**config.mk**
```make
export PLATFORM = sky130hd
export DESIGN_NAME = alu_op_sequencer_flat
export DESIGN_NICKNAME = d
export VERILOG_FILES = /design/src/rtl/cpu_ctrl_pkg.sv /design/src/rtl/alu_op_sequencer_if.sv /design/src/rtl/onehot_decoder.sv /design/src/rtl/alu_op_sequencer.sv /design/src/flat_wrapper.sv
export SDC_FILE = /design/constraint.sdc
export NUM_CORES = 1
export LEC_CHECK = 0
export CAP_MARGIN = 20
export CORE_AREA = 2 2 90 92
export DETAILED_ROUTE_END_ITERATION = 7
export DIE_AREA = 0 0 92 94
export GPL_TIMING_DRIVEN = 1
export PLACE_DENSITY = 0.67
export SYNTH_ARGS = -nofsm -noshare
export SYNTH_HDL_FRONTEND = slang
export SYNTH_SLANG_ARGS = --single-unit
```
**constraint.sdc**
```tcl
create_clock -name clk -period 3.2 [get_ports clk]
set_input_delay 0.64 -clock clk [delete_from_list [all_inputs] [get_ports clk]]
set_output_delay 0.64 -clock clk [all_outputs]
set_load 0.05 [all_outputs]
```
**src/rtl/cpu_ctrl_pkg.sv**
```systemverilog
// Shared opcode constants, opcode classes, sequencer states and control strobe bundle.
package cpu_ctrl_pkg;

    localparam int unsigned OPC_W = 5;

    localparam logic [OPC_W-1:0] OPC_ADD  = 5'b00011;
    localparam logic [OPC_W-1:0] OPC_SUB  = 5'b00100;
    localparam logic [OPC_W-1:0] OPC_AND  = 5'b00101;
    localparam logic [OPC_W-1:0] OPC_OR   = 5'b00110;
    localparam logic [OPC_W-1:0] OPC_ROR  = 5'b00111;
    localparam logic [OPC_W-1:0] OPC_ROL  = 5'b01000;
    localparam logic [OPC_W-1:0] OPC_SHR  = 5'b01001;
    localparam logic [OPC_W-1:0] OPC_SHRA = 5'b01010;
    localparam logic [OPC_W-1:0] OPC_SHL  = 5'b01011;
    localparam logic [OPC_W-1:0] OPC_DIV  = 5'b01110;
    localparam logic [OPC_W-1:0] OPC_MUL  = 5'b01111;
    localparam logic [OPC_W-1:0] OPC_NEG  = 5'b10000;
    localparam logic [OPC_W-1:0] OPC_NOT  = 5'b10001;

    typedef enum logic [1:0] {
        CLS_BIN,
        CLS_UN,
        CLS_WIDE,
        CLS_ILL
    } op_class_e;

    typedef enum logic [3:0] {
        ST_IDLE,
        ST_T0,
        ST_T1,
        ST_T1W,
        ST_T2,
        ST_T3,
        ST_T4,
        ST_T5,
        ST_T6,
        ST_FIN
    } state_e;

    typedef struct packed {
        logic pc_out;
        logic zlow_out;
        logic zhigh_out;
        logic mdr_out;
        logic mar_in;
        logic pc_in;
        logic mdr_in;
        logic ir_in;
        logic y_in;
        logic z_in;
        logic hi_in;
        logic lo_in;
        logic inc_pc;
        logic read;
        logic busy;
        logic done;
        logic err;
    } ctrl_t;

    // Map an opcode onto its execution class.
    function automatic op_class_e op_class(input logic [OPC_W-1:0] opc);
        op_class_e cls;
        case (opc)
            OPC_ADD, OPC_SUB, OPC_AND, OPC_OR, OPC_ROR,
            OPC_ROL, OPC_SHR, OPC_SHRA, OPC_SHL: cls = CLS_BIN;
            OPC_NEG, OPC_NOT:                    cls = CLS_UN;
            OPC_MUL, OPC_DIV:                    cls = CLS_WIDE;
            default:                             cls = CLS_ILL;
        endcase
        return cls;
    endfunction

endpackage

```
**src/rtl/alu_op_sequencer_if.sv**
```systemverilog
// Handshake, instruction and control-strobe bundle between the sequencer and its datapath.
interface alu_op_sequencer_if #(
    parameter int unsigned NUM_REGS = 16,
    parameter int unsigned OP_W     = 5
);
    logic                start;
    logic                mem_ready;
    logic [31:0]         ir;

    logic                PCout;
    logic                Zlowout;
    logic                Zhighout;
    logic                MDRout;
    logic                MARin;
    logic                PCin;
    logic                MDRin;
    logic                IRin;
    logic                Yin;
    logic                Zin;
    logic                HIin;
    logic                LOin;
    logic                IncPC;
    logic                Read;
    logic [OP_W-1:0]     alu_op;
    logic [NUM_REGS-1:0] reg_in;
    logic [NUM_REGS-1:0] reg_out;
    logic                busy;
    logic                done;
    logic                err;

    modport master (
        output start, mem_ready, ir,
        input  PCout, Zlowout, Zhighout, MDRout,
        input  MARin, PCin, MDRin, IRin, Yin, Zin, HIin, LOin, IncPC, Read,
        input  alu_op, reg_in, reg_out, busy, done, err
    );

    modport slave (
        input  start, mem_ready, ir,
        output PCout, Zlowout, Zhighout, MDRout,
        output MARin, PCin, MDRin, IRin, Yin, Zin, HIin, LOin, IncPC, Read,
        output alu_op, reg_in, reg_out, busy, done, err
    );

endinterface

```
**src/rtl/onehot_decoder.sv**
```systemverilog
// Register index to one-hot enable; all zero when disabled or index out of range.
module onehot_decoder #(
    parameter int unsigned NUM_REGS  = 16,
    parameter int unsigned REG_IDX_W = 4
) (
    input  logic [REG_IDX_W-1:0] idx,
    input  logic                 en,
    output logic [NUM_REGS-1:0]  onehot_c
);

    // One compare per register line.
    always_comb begin
        onehot_c = '0;
        for (int unsigned i = 0; i < NUM_REGS; i++) begin
            onehot_c[i] = en && (32'(idx) == i);
        end
    end

endmodule

```
**src/rtl/alu_op_sequencer.sv**
```systemverilog
// Microcoded fetch/execute control sequencer for the register ALU datapath.
module alu_op_sequencer
    import cpu_ctrl_pkg::*;
#(
    parameter int unsigned NUM_REGS  = 16,
    parameter int unsigned REG_IDX_W = 4,
    parameter int unsigned OP_W      = 5
) (
    input  logic              clk,
    input  logic              rst,
    alu_op_sequencer_if.slave bus
);

    localparam int unsigned RA_MSB    = 31 - OP_W;
    localparam int unsigned RB_MSB    = RA_MSB - REG_IDX_W;
    localparam int unsigned RC_MSB    = RB_MSB - REG_IDX_W;
    localparam int unsigned FIELD_LSB = RC_MSB - REG_IDX_W + 1;

    state_e                state_q, state_nxt;
    logic [OP_W-1:0]       opc_q, opc_nxt;
    logic [REG_IDX_W-1:0]  ra_q, ra_nxt;
    logic [REG_IDX_W-1:0]  rb_q, rb_nxt;
    logic [REG_IDX_W-1:0]  rc_q, rc_nxt;
    op_class_e             cls_cur, cls_nxt;

    ctrl_t                 ctrl_q, ctrl_nxt;
    logic [OP_W-1:0]       alu_op_q, alu_op_nxt;
    logic [NUM_REGS-1:0]   reg_in_q, reg_out_q;
    logic [NUM_REGS-1:0]   reg_in_c, reg_out_c;
    logic                  rin_en, rout_en;
    logic [REG_IDX_W-1:0]  rin_idx, rout_idx;

    logic                  unused_ir_low;
    assign unused_ir_low = ^bus.ir[FIELD_LSB-1:0];

    function automatic logic idx_ok(input logic [REG_IDX_W-1:0] idx);
        return 32'(idx) < NUM_REGS;
    endfunction

    // Class of an instruction, demoting it to illegal if a used register field is out of range.
    function automatic op_class_e classify(input logic [OP_W-1:0] opc,
                                           input logic [REG_IDX_W-1:0] a,
                                           input logic [REG_IDX_W-1:0] b,
                                           input logic [REG_IDX_W-1:0] c);
        op_class_e cls;
        cls = op_class(OPC_W'(opc));
        case (cls)
            CLS_BIN:         if (!idx_ok(a) || !idx_ok(b) || !idx_ok(c)) cls = CLS_ILL;
            CLS_UN, CLS_WIDE: if (!idx_ok(a) || !idx_ok(b)) cls = CLS_ILL;
            default: ;
        endcase
        return cls;
    endfunction

    assign cls_cur = classify(opc_q, ra_q, rb_q, rc_q);
    assign cls_nxt = classify(opc_nxt, ra_nxt, rb_nxt, rc_nxt);

    // Next state; instruction fields are captured as the sequencer leaves T2.
    always_comb begin
        state_nxt = state_q;
        opc_nxt   = opc_q;
        ra_nxt    = ra_q;
        rb_nxt    = rb_q;
        rc_nxt    = rc_q;
        case (state_q)
            ST_IDLE: if (bus.start) state_nxt = ST_T0;
            ST_T0:   state_nxt = ST_T1;
            ST_T1:   state_nxt = bus.mem_ready ? ST_T2 : ST_T1W;
            ST_T1W:  if (bus.mem_ready) state_nxt = ST_T2;
            ST_T2: begin
                state_nxt = ST_T3;
                opc_nxt   = bus.ir[31 -: OP_W];
                ra_nxt    = bus.ir[RA_MSB -: REG_IDX_W];
                rb_nxt    = bus.ir[RB_MSB -: REG_IDX_W];
                rc_nxt    = bus.ir[RC_MSB -: REG_IDX_W];
            end
            ST_T3:   state_nxt = (cls_cur == CLS_ILL) ? ST_IDLE : ST_T4;
            ST_T4:   state_nxt = (cls_cur == CLS_UN) ? ST_FIN : ST_T5;
            ST_T5:   state_nxt = (cls_cur == CLS_WIDE) ? ST_T6 : ST_FIN;
            ST_T6:   state_nxt = ST_FIN;
            ST_FIN:  state_nxt = ST_IDLE;
            default: state_nxt = ST_IDLE;
        endcase
    end

    // Moore output decode of the state being entered, so outputs can be registered.
    always_comb begin
        ctrl_nxt      = '0;
        alu_op_nxt    = '0;
        rin_en        = 1'b0;
        rout_en       = 1'b0;
        rin_idx       = ra_nxt;
        rout_idx      = rb_nxt;
        ctrl_nxt.busy = (state_nxt != ST_IDLE);
        case (state_nxt)
            ST_T0: begin
                ctrl_nxt.pc_out = 1'b1;
                ctrl_nxt.mar_in = 1'b1;
                ctrl_nxt.inc_pc = 1'b1;
                ctrl_nxt.z_in   = 1'b1;
            end
            ST_T1: begin
                ctrl_nxt.zlow_out = 1'b1;
                ctrl_nxt.pc_in    = 1'b1;
                ctrl_nxt.read     = 1'b1;
                ctrl_nxt.mdr_in   = 1'b1;
            end
            ST_T1W: begin
                ctrl_nxt.read   = 1'b1;
                ctrl_nxt.mdr_in = 1'b1;
            end
            ST_T2: begin
                ctrl_nxt.mdr_out = 1'b1;
                ctrl_nxt.ir_in   = 1'b1;
            end
            ST_T3: begin
                case (cls_nxt)
                    CLS_BIN: begin
                        rout_en       = 1'b1;
                        ctrl_nxt.y_in = 1'b1;
                    end
                    CLS_UN: begin
                        rout_en       = 1'b1;
                        alu_op_nxt    = opc_nxt;
                        ctrl_nxt.z_in = 1'b1;
                    end
                    CLS_WIDE: begin
                        rout_en       = 1'b1;
                        rout_idx      = ra_nxt;
                        ctrl_nxt.y_in = 1'b1;
                    end
                    default: ctrl_nxt.err = 1'b1;
                endcase
            end
            ST_T4: begin
                if (cls_nxt == CLS_UN) begin
                    ctrl_nxt.zlow_out = 1'b1;
                    rin_en            = 1'b1;
                end else begin
                    rout_en       = 1'b1;
                    rout_idx      = (cls_nxt == CLS_BIN) ? rc_nxt : rb_nxt;
                    alu_op_nxt    = opc_nxt;
                    ctrl_nxt.z_in = 1'b1;
                end
            end
            ST_T5: begin
                ctrl_nxt.zlow_out = 1'b1;
                if (cls_nxt == CLS_WIDE) ctrl_nxt.lo_in = 1'b1;
                else                     rin_en         = 1'b1;
            end
            ST_T6: begin
                ctrl_nxt.zhigh_out = 1'b1;
                ctrl_nxt.hi_in     = 1'b1;
            end
            ST_FIN:  ctrl_nxt.done = 1'b1;
            default: ;
        endcase
    end

    onehot_decoder #(
        .NUM_REGS  (NUM_REGS),
        .REG_IDX_W (REG_IDX_W)
    ) u_dec_reg_in (
        .idx      (rin_idx),
        .en       (rin_en),
        .onehot_c (reg_in_c)
    );

    onehot_decoder #(
        .NUM_REGS  (NUM_REGS),
        .REG_IDX_W (REG_IDX_W)
    ) u_dec_reg_out (
        .idx      (rout_idx),
        .en       (rout_en),
        .onehot_c (reg_out_c)
    );

    // State, latched instruction fields and registered outputs.
    always_ff @(posedge clk or posedge rst) begin
        if (rst) begin
            state_q   <= ST_IDLE;
            opc_q     <= '0;
            ra_q      <= '0;
            rb_q      <= '0;
            rc_q      <= '0;
            ctrl_q    <= '0;
            alu_op_q  <= '0;
            reg_in_q  <= '0;
            reg_out_q <= '0;
        end else begin
            state_q   <= state_nxt;
            opc_q     <= opc_nxt;
            ra_q      <= ra_nxt;
            rb_q      <= rb_nxt;
            rc_q      <= rc_nxt;
            ctrl_q    <= ctrl_nxt;
            alu_op_q  <= alu_op_nxt;
            reg_in_q  <= reg_in_c;
            reg_out_q <= reg_out_c;
        end
    end

    assign bus.PCout    = ctrl_q.pc_out;
    assign bus.Zlowout  = ctrl_q.zlow_out;
    assign bus.Zhighout = ctrl_q.zhigh_out;
    assign bus.MDRout   = ctrl_q.mdr_out;
    assign bus.MARin    = ctrl_q.mar_in;
    assign bus.PCin     = ctrl_q.pc_in;
    assign bus.MDRin    = ctrl_q.mdr_in;
    assign bus.IRin     = ctrl_q.ir_in;
    assign bus.Yin      = ctrl_q.y_in;
    assign bus.Zin      = ctrl_q.z_in;
    assign bus.HIin     = ctrl_q.hi_in;
    assign bus.LOin     = ctrl_q.lo_in;
    assign bus.IncPC    = ctrl_q.inc_pc;
    assign bus.Read     = ctrl_q.read;
    assign bus.busy     = ctrl_q.busy;
    assign bus.done     = ctrl_q.done;
    assign bus.err      = ctrl_q.err;
    assign bus.alu_op   = alu_op_q;
    assign bus.reg_in   = reg_in_q;
    assign bus.reg_out  = reg_out_q;

endmodule

```
**src/flat_wrapper.sv**
```systemverilog
// flat-port wrapper written by rule: the top's interface ports become plain ports
module alu_op_sequencer_flat import cpu_ctrl_pkg::*;
#(
    parameter int unsigned NUM_REGS  = 16,
    parameter int unsigned REG_IDX_W = 4,
    parameter int unsigned OP_W      = 5
)
  (clk, rst, bus_start, bus_mem_ready, bus_ir, bus_PCout, bus_Zlowout, bus_Zhighout, bus_MDRout, bus_MARin, bus_PCin, bus_MDRin, bus_IRin, bus_Yin, bus_Zin, bus_HIin, bus_LOin, bus_IncPC, bus_Read, bus_alu_op, bus_reg_in, bus_reg_out, bus_busy, bus_done, bus_err);
  alu_op_sequencer_if #(.NUM_REGS(NUM_REGS), .OP_W(OP_W)) bus_i ();
  input  logic clk;
  input  logic rst;
  input wire logic [$bits(bus_i.start)-1:0] bus_start;
  input wire logic [$bits(bus_i.mem_ready)-1:0] bus_mem_ready;
  input wire logic [$bits(bus_i.ir)-1:0] bus_ir;
  output wire logic [$bits(bus_i.PCout)-1:0] bus_PCout;
  output wire logic [$bits(bus_i.Zlowout)-1:0] bus_Zlowout;
  output wire logic [$bits(bus_i.Zhighout)-1:0] bus_Zhighout;
  output wire logic [$bits(bus_i.MDRout)-1:0] bus_MDRout;
  output wire logic [$bits(bus_i.MARin)-1:0] bus_MARin;
  output wire logic [$bits(bus_i.PCin)-1:0] bus_PCin;
  output wire logic [$bits(bus_i.MDRin)-1:0] bus_MDRin;
  output wire logic [$bits(bus_i.IRin)-1:0] bus_IRin;
  output wire logic [$bits(bus_i.Yin)-1:0] bus_Yin;
  output wire logic [$bits(bus_i.Zin)-1:0] bus_Zin;
  output wire logic [$bits(bus_i.HIin)-1:0] bus_HIin;
  output wire logic [$bits(bus_i.LOin)-1:0] bus_LOin;
  output wire logic [$bits(bus_i.IncPC)-1:0] bus_IncPC;
  output wire logic [$bits(bus_i.Read)-1:0] bus_Read;
  output wire logic [$bits(bus_i.alu_op)-1:0] bus_alu_op;
  output wire logic [$bits(bus_i.reg_in)-1:0] bus_reg_in;
  output wire logic [$bits(bus_i.reg_out)-1:0] bus_reg_out;
  output wire logic [$bits(bus_i.busy)-1:0] bus_busy;
  output wire logic [$bits(bus_i.done)-1:0] bus_done;
  output wire logic [$bits(bus_i.err)-1:0] bus_err;
  assign bus_i.start = bus_start;
  assign bus_i.mem_ready = bus_mem_ready;
  assign bus_i.ir = bus_ir;
  assign bus_PCout = bus_i.PCout;
  assign bus_Zlowout = bus_i.Zlowout;
  assign bus_Zhighout = bus_i.Zhighout;
  assign bus_MDRout = bus_i.MDRout;
  assign bus_MARin = bus_i.MARin;
  assign bus_PCin = bus_i.PCin;
  assign bus_MDRin = bus_i.MDRin;
  assign bus_IRin = bus_i.IRin;
  assign bus_Yin = bus_i.Yin;
  assign bus_Zin = bus_i.Zin;
  assign bus_HIin = bus_i.HIin;
  assign bus_LOin = bus_i.LOin;
  assign bus_IncPC = bus_i.IncPC;
  assign bus_Read = bus_i.Read;
  assign bus_alu_op = bus_i.alu_op;
  assign bus_reg_in = bus_i.reg_in;
  assign bus_reg_out = bus_i.reg_out;
  assign bus_busy = bus_i.busy;
  assign bus_done = bus_i.done;
  assign bus_err = bus_i.err;
  alu_op_sequencer #(.NUM_REGS(NUM_REGS), .REG_IDX_W(REG_IDX_W), .OP_W(OP_W)) u_core (.clk(clk), .rst(rst), .bus(bus_i));
endmodule
```
# Yosys cells after proc, flatten, opt, wreduce, memory -nomap -nowiden
# Memory sizes are Yosys's and may differ from the RTL's.
# Cells that the tools add are included.
[word_totals] ff_bits=70 romBits=128 inputBits=36 elab_cells=153 memories=2
[classes] eq_ne=52 mux=38 n_reduce_logical=41
[mem_list] memory="(name not given)" words=32 word_bits=2 rd=1 rd_ports_with_merged_regs=0 write_ports=0 line="cpu_ctrl_pkg.sv:63" text="case (opc)"
[mem_list] memory="(name not given)" words=32 word_bits=2 rd=1 rd_ports_with_merged_regs=0 write_ports=0 line="cpu_ctrl_pkg.sv:63"
[op_table] cell="4-bit == test (second input constant)" n=19
[op_table] cell="4-bit by 3-bit == test with 1-bit output (second input constant)" n=16
[op_table] cell="4-bit 2-to-1 mux" n=9
[op_table] cell="4-bit one-hot mux with 9 select lines" n=1
[op_table] cell="4-bit by 2-bit == test with 1-bit output (second input constant)" n=8
[op_table] cell="1-bit logical AND" n=32
[op_table] cell="1-bit 2-to-1 mux" n=17
[op_table] cell="4-bit by 1-bit == test with 1-bit output (second input constant)" n=4
[op_table] cell="5-bit 2-to-1 mux" n=3
[op_table] cell="4-bit zero test" n=3
[op_table] cell="5-bit one-hot mux with 2 select lines" n=1
[op_table] cell="4-bit one-hot mux with 2 select lines" n=1
[op_table] cell="2-bit == test (second input constant)" n=3
[op_table] cell="3-bit 2-to-1 mux" n=2
[op_table] cell="1-bit one-hot mux with 2 select lines" n=3
[op_table] cell="2-bit OR reduction" n=3
[op_table] cell="2-bit by 1-bit == test with 1-bit output (second input constant)" n=2
[op_table] cell="4-bit nonzero test" n=1
[op_table] cell="1-bit one-hot mux with 3 select lines" n=1
[op_table] cell="3-bit OR reduction" n=1
[op_table] cell="2-bit zero test" n=1

# Logic depth before layout (Yosys ltp)
# An unclocked memory read counts as a cell.
[logic_depth] ltp_word=9 mapped_depth=8 depth_no_buf=6

# By module
# Synthesis repeated with hierarchy kept, for this count alone.
[unflattened] hier_cells=261 hier_area_um2=2897.8
[by_module_without_submodules] mod="alu_op_sequencer" n_inst=1 cells_per_inst=215 area_per_inst_um2=2662.6
[by_module_without_submodules] mod="onehot_decoder" n_inst=2 cells_per_inst=23 area_per_inst_um2=117.6

# Least setup slack after synthesis
# OpenSTA, ideal clock, no wires.
[synth_path] path_kind="register to register" from="register u_core.state_q[0]" to="register u_core.reg_out_q[12], in the netlist u_core.bus.reg_out[12]" t_arrival_ns=2.096 slack_ns=0.983 stages_incl_launch_ff=8 n_path_buf=1 path_cell_list="dfrtp_1 > clkbuf_1 > nor4b_2 > mux2_2 > mux2_2 > a211oi_1 > nand2b_1 > nor2_1"
[synth_between] elab_cells_between_ends=32
[synth_rtl] item="from (decl)" line="alu_op_sequencer.sv:19" text="state_e state_q, state_nxt;"
[synth_rtl] item="from (signal assigned)" line="alu_op_sequencer.sv:191" text="state_q <= state_nxt;"
[synth_rtl] item="4-bit by 3-bit == test with 1-bit output" line="alu_op_sequencer.sv:65" text="case (state_q)"
[synth_rtl] item="4-bit 2-to-1 mux" line="alu_op_sequencer.sv:65"
[synth_rtl] item="named net u_core.rc_nxt[2]" line="alu_op_sequencer.sv:23" text="logic [REG_IDX_W-1:0] rc_q, rc_nxt;"
[synth_rtl] item="4-bit 2-to-1 mux" line="alu_op_sequencer.sv:141" text="rout_idx = (cls_nxt == CLS_BIN) ? rc_nxt : rb_nxt;"
[synth_rtl] item="4-bit 2-to-1 mux" line="alu_op_sequencer.sv:136" text="if (cls_nxt == CLS_UN) begin"
[synth_rtl] item="4-bit one-hot mux with 2 select lines" line="alu_op_sequencer.sv:95" text="case (state_nxt)"
[synth_rtl] item="4-bit == test" line="onehot_decoder.sv:15" text="onehot_c[i] = en && (32'(idx) == i);"
[synth_rtl] item="1-bit logical AND" line="onehot_decoder.sv:15"
[synth_rtl] item="named net u_core.reg_out_c[12]" line="alu_op_sequencer.sv:29" text="logic [NUM_REGS-1:0] reg_in_c, reg_out_c;"
[synth_rtl] item="to (signal assigned)" line="alu_op_sequencer.sv:199" text="reg_out_q <= reg_out_c;"
[synth_rtl] item="to (decl)" line="alu_op_sequencer.sv:28" text="logic [NUM_REGS-1:0] reg_in_q, reg_out_q;"
# The timed path passes the listed nets, and every way through them passes these cells.

# Worst setup path in the final report
[layout_path] from="input bus_ir[29]" to="register u_core.reg_out_q[0], in the netlist u_core.bus.reg_out[0]"
[layout_between] elab_chain_cells=8 elab_cells_between_ends=15
[layout_rtl] item="from (decl)" line="flat_wrapper.sv:14" text="input wire logic [$bits(bus_i.ir)-1:0] bus_ir;"
[layout_rtl] item="5-bit 2-to-1 mux *" line="alu_op_sequencer.sv:65"
[layout_rtl] item="memory 32 x 2 bit *"
[layout_rtl] item="2-bit zero test" line="alu_op_sequencer.sv:117, alu_op_sequencer.sv:141"
[layout_rtl] item="4-bit 2-to-1 mux" line="alu_op_sequencer.sv:141"
[layout_rtl] item="4-bit 2-to-1 mux" line="alu_op_sequencer.sv:136"
[layout_rtl] item="4-bit one-hot mux with 2 select lines" line="alu_op_sequencer.sv:95"
[layout_rtl] item="4-bit zero test" line="onehot_decoder.sv:15"
[layout_rtl] item="1-bit logical AND *" line="onehot_decoder.sv:15"
[layout_rtl] item="named net u_core.reg_out_c[0]" line="alu_op_sequencer.sv:29"
# The timed path passes the listed nets; every way through them passes the cells marked *.

==> flow_metrics.env <==
export IMPL_status="finished, final reports clean"
export IMPL_grt_max_degree=71
export IMPL_endpoint="u_core.bus.reg_out[0]$_DFF_PP0_"
export IMPL_crit_arrival_ps=2820
export IMPL_drv_slew=0
export IMPL_hold_depth=2
export IMPL_multiInputGateArea_mm2=0.00111
export IMPL_tightest_slew_ps=504
export IMPL_numCtsBuffers=9
export IMPL_r2r_slack_ps=720
export IMPL_synthesis_nets=331
export IMPL_syn_inst=295
export IMPL_final_nets=401
export IMPL_viasPerCell=5.00
export IMPL_ys_seq_area_share_pct=58.6
export IMPL_rsz0062_at_grt="false"
export IMPL_synth_top_area_cell="dfrtp_1"
export IMPL_clockBufferDepth=2
export IMPL_synth_seq_cells=70
export IMPL_htree_levels=3
export IMPL_cts_hold_buf=0
export IMPL_power_density_mw_per_mm2=864
export IMPL_syn2layout_area_growth_pct=34.2
export IMPL_synth_edf_count=0
export IMPL_n_antenna_cell=0
export IMPL_hold_viol=0
export IMPL_required_ps=3480
export IMPL_grt_overflow=0
export IMPL_die_h_um=94
export IMPL_ant_nets=0
export IMPL_cts_clk_slew_worst_paths_ps=70
export IMPL_die_area_mm2=0.00865
export IMPL_r2r_end="u_core.bus.reg_out[7]$_DFF_PP0_"
export IMPL_hp_class="register to register"
export IMPL_io_pins=90
export IMPL_clock_sinks=70
export IMPL_ir_drop_mv=0.419
export IMPL_drive_gt1_share_pct=8.11
export IMPL_crit_fanout=8
export IMPL_yosysTopAreaCellShare_pct=58.6
export IMPL_fillers=703
export IMPL_setup_ws_ps=654
export IMPL_rr_worst_depth=6
export IMPL_dp_cells=456
export IMPL_cts_setup_buffers=0
export IMPL_cts_root_buf="clkbuf_8"
export IMPL_start_util_pct=39.3
export IMPL_maxCapViolCount=0
export IMPL_fin_crit_sh_pct=79.6
export IMPL_end_kind="register"
export IMPL_synthFlopType="dfrtp_1"
export IMPL_synth_cell_type_count=45
export IMPL_drt_initial_drc_count=168
export IMPL_antenna_found_initial=0
export IMPL_route_detailed_drc=0
export IMPL_synth_area_mm2=0.00299
export IMPL_core_area_mm2=0.00761
export IMPL_relSlewSlack_pct=66.3
export IMPL_start_kind="primary input"
export IMPL_clock_fmax_ghz=0.393
export IMPL_yosysWarnings=0
export IMPL_cts_tree="yes"
export IMPL_grt_first_pass_wirelength_um=11000
export IMPL_routedWlPerCell_um=14.2
export IMPL_post_cts_resized=0
export IMPL_dp_slack_ps=333
export IMPL_critPathKind="primary input to register"
export IMPL_worstReg2RegStart="u_core.state_q[3]$_DFF_PP0_"
export IMPL_first_pass_iters=5
export IMPL_startpoint="bus_ir[29]"
export IMPL_vias=2359
export IMPL_postRouteWirelength_um=6690
export IMPL_worst_skew_pair_late_latency_ps=350
export IMPL_fin_cells=472
export IMPL_fin_setup_tns_ps=0
export IMPL_netlist_top_cells_area="dfrtp_1, nand2_1, nor2_1"
export IMPL_power_leakage_nw=1.80
export IMPL_dieWidth_um=92
export IMPL_finalPower_mw=3.47
export IMPL_ff_latch_area_mm2=0.00175
export IMPL_grt_pass1_vias=2257
export IMPL_finClkSkew_ps=10.5
export IMPL_period_needed_ps=2550
export IMPL_async_flop_share_pct=100
export IMPL_dpl_hpwl_um=4680
export IMPL_portBuffers=74
export IMPL_routabilityCongestion=0.881
export IMPL_grt_usage_pct=16.4
export IMPL_num_rows=32
export IMPL_setup_viol=0
export IMPL_syn_avg_cell_area_um2=10.1
flip-flops by register name, indices dropped and copies added (netlist names):
name / flops
u_core.state_q: 4
u_core.bus.Zhighout: 1
u_core.bus.Yin: 1
u_core.bus.PCout: 1
u_core.bus.MDRout: 1
u_core.bus.alu_op: 5
u_core.bus.MDRin: 1
u_core.bus.err: 1
u_core.rb_q: 4
u_core.bus.Zin: 1
u_core.bus.reg_out: 16
u_core.ra_q: 4
u_core.bus.LOin: 1
u_core.bus.Zlowout: 1
u_core.opc_q: 5
u_core.bus.reg_in: 16
u_core.bus.PCin: 1
u_core.bus.done: 1
u_core.bus.busy: 1
u_core.rc_q: 4
cell type report:
class / count / area share [%]
Timing Repair Buffer: 77 / 19.3
Tap cell: 102 / 3.18
Multi-Input combinational cell: 198 / 27.6
Clock inverter: 5 / 1.59
Clock buffer: 11 / 3.77
Inverter: 9 / 0.842
Sequential cell: 70 / 43.6
kinds of logic (layout without fill, tap and decap cells):
kind of cell    after synthesis  in the layout  synth area share, %
buf+inv                      27            102                 4.60
simple gates                142            142                 23.2
xor+xnor                      1              1                0.293
flops                        70             70                 58.6
mux                          12             12                 4.14
compound gates               43             43                 9.16
routing by layer:
layer / wire [µm] / global-route usage [%]
met1: 2940 / 21.5
met2: 3240 / 26.0
met3: 341 / 3.13
met4: 172 / 8.71
met5: 0 / 0
power by group:
group	switching (mW)	internal (mW)	leakage, nW	total [mW]
registers	0.182	1.08	0.932	1.26
clock network	0.348	0.409	0.107	0.757
logic	0.946	0.507	0.759	1.45
total	1.48	1.99	1.80	3.47
Yosys cell counts, drive strengths merged (4+ instances only):
library cell / instances
nand2b: 5
clkbuf: 9
a211oi: 5
nor2: 44
nand3b: 4
nor3: 7
nand3: 6
nor4b: 5
dfrtp: 70
inv: 9
mux2i: 9
buf: 9
o21ai: 10
and2: 4
a21oi: 13
nand2: 50
critical path, stage by stage:
cell	delay, ps
clkdlybuf4s50_1	630
nand4b_1	370
mux2i_1	280
o22ai_1	130
a211oi_1	450
nand2_1	190
nor2_1	130
worst min path at each step:
| stage | start | end | slack (ps) |
|---|---|---|---|
| after CTS | u_core.rb_q[1]$_DFF_PP0_ | u_core.rb_q[1]$_DFF_PP0_ | 480 |
| after floorplan | u_core.rb_q[1]$_DFF_PP0_ | u_core.rb_q[1]$_DFF_PP0_ | 430 |
| after global routing | u_core.rc_q[1]$_DFF_PP0_ | u_core.rc_q[1]$_DFF_PP0_ | 510 |
| after global placement | u_core.rb_q[1]$_DFF_PP0_ | u_core.rb_q[1]$_DFF_PP0_ | 460 |
| after detailed placement | u_core.rb_q[1]$_DFF_PP0_ | u_core.rb_q[1]$_DFF_PP0_ | 460 |
| final | u_core.rb_q[1]$_DFF_PP0_ | u_core.rb_q[1]$_DFF_PP0_ | 480 |
placed cells by master (no fill, tap or decap), types with 2 or more instances in the layout:
| master | n |
|---|---|
| clkdlybuf4s50_1 | 74 |
| dfrtp_1 | 70 |
| nand2_1 | 50 |
| nor2_1 | 44 |
| a21oi_1 | 13 |
| clkbuf_8 | 11 |
| mux2i_1 | 9 |
| o21ai_0 | 8 |
| inv_1 | 8 |
| nor3_1 | 7 |
| nand3_1 | 6 |
| nand2b_1 | 5 |
| a211oi_1 | 5 |
| nand3b_1 | 4 |
| and2_1 | 4 |
| nor2b_1 | 3 |
| nor4b_1 | 3 |
| mux2_2 | 3 |
| o211ai_1 | 3 |
| o21ai_1 | 2 |
| or4_1 | 2 |
| a21o_1 | 2 |
| o22ai_1 | 2 |
| nand4_1 | 2 |
| and3b_1 | 2 |
| inv_6 | 2 |
| buf_4 | 2 |
through the flow:
stage                     util, %  cell area, µm²  hold WS [ps]
after floorplan                 -            2990           432
after global placement       49.9            3800           458
after detailed placement     49.9            3800           464
after CTS                    52.8            4010           481
after global routing         52.8            4010           513
final                        52.8            4010           479
Power figures use the tool's default switching activity.
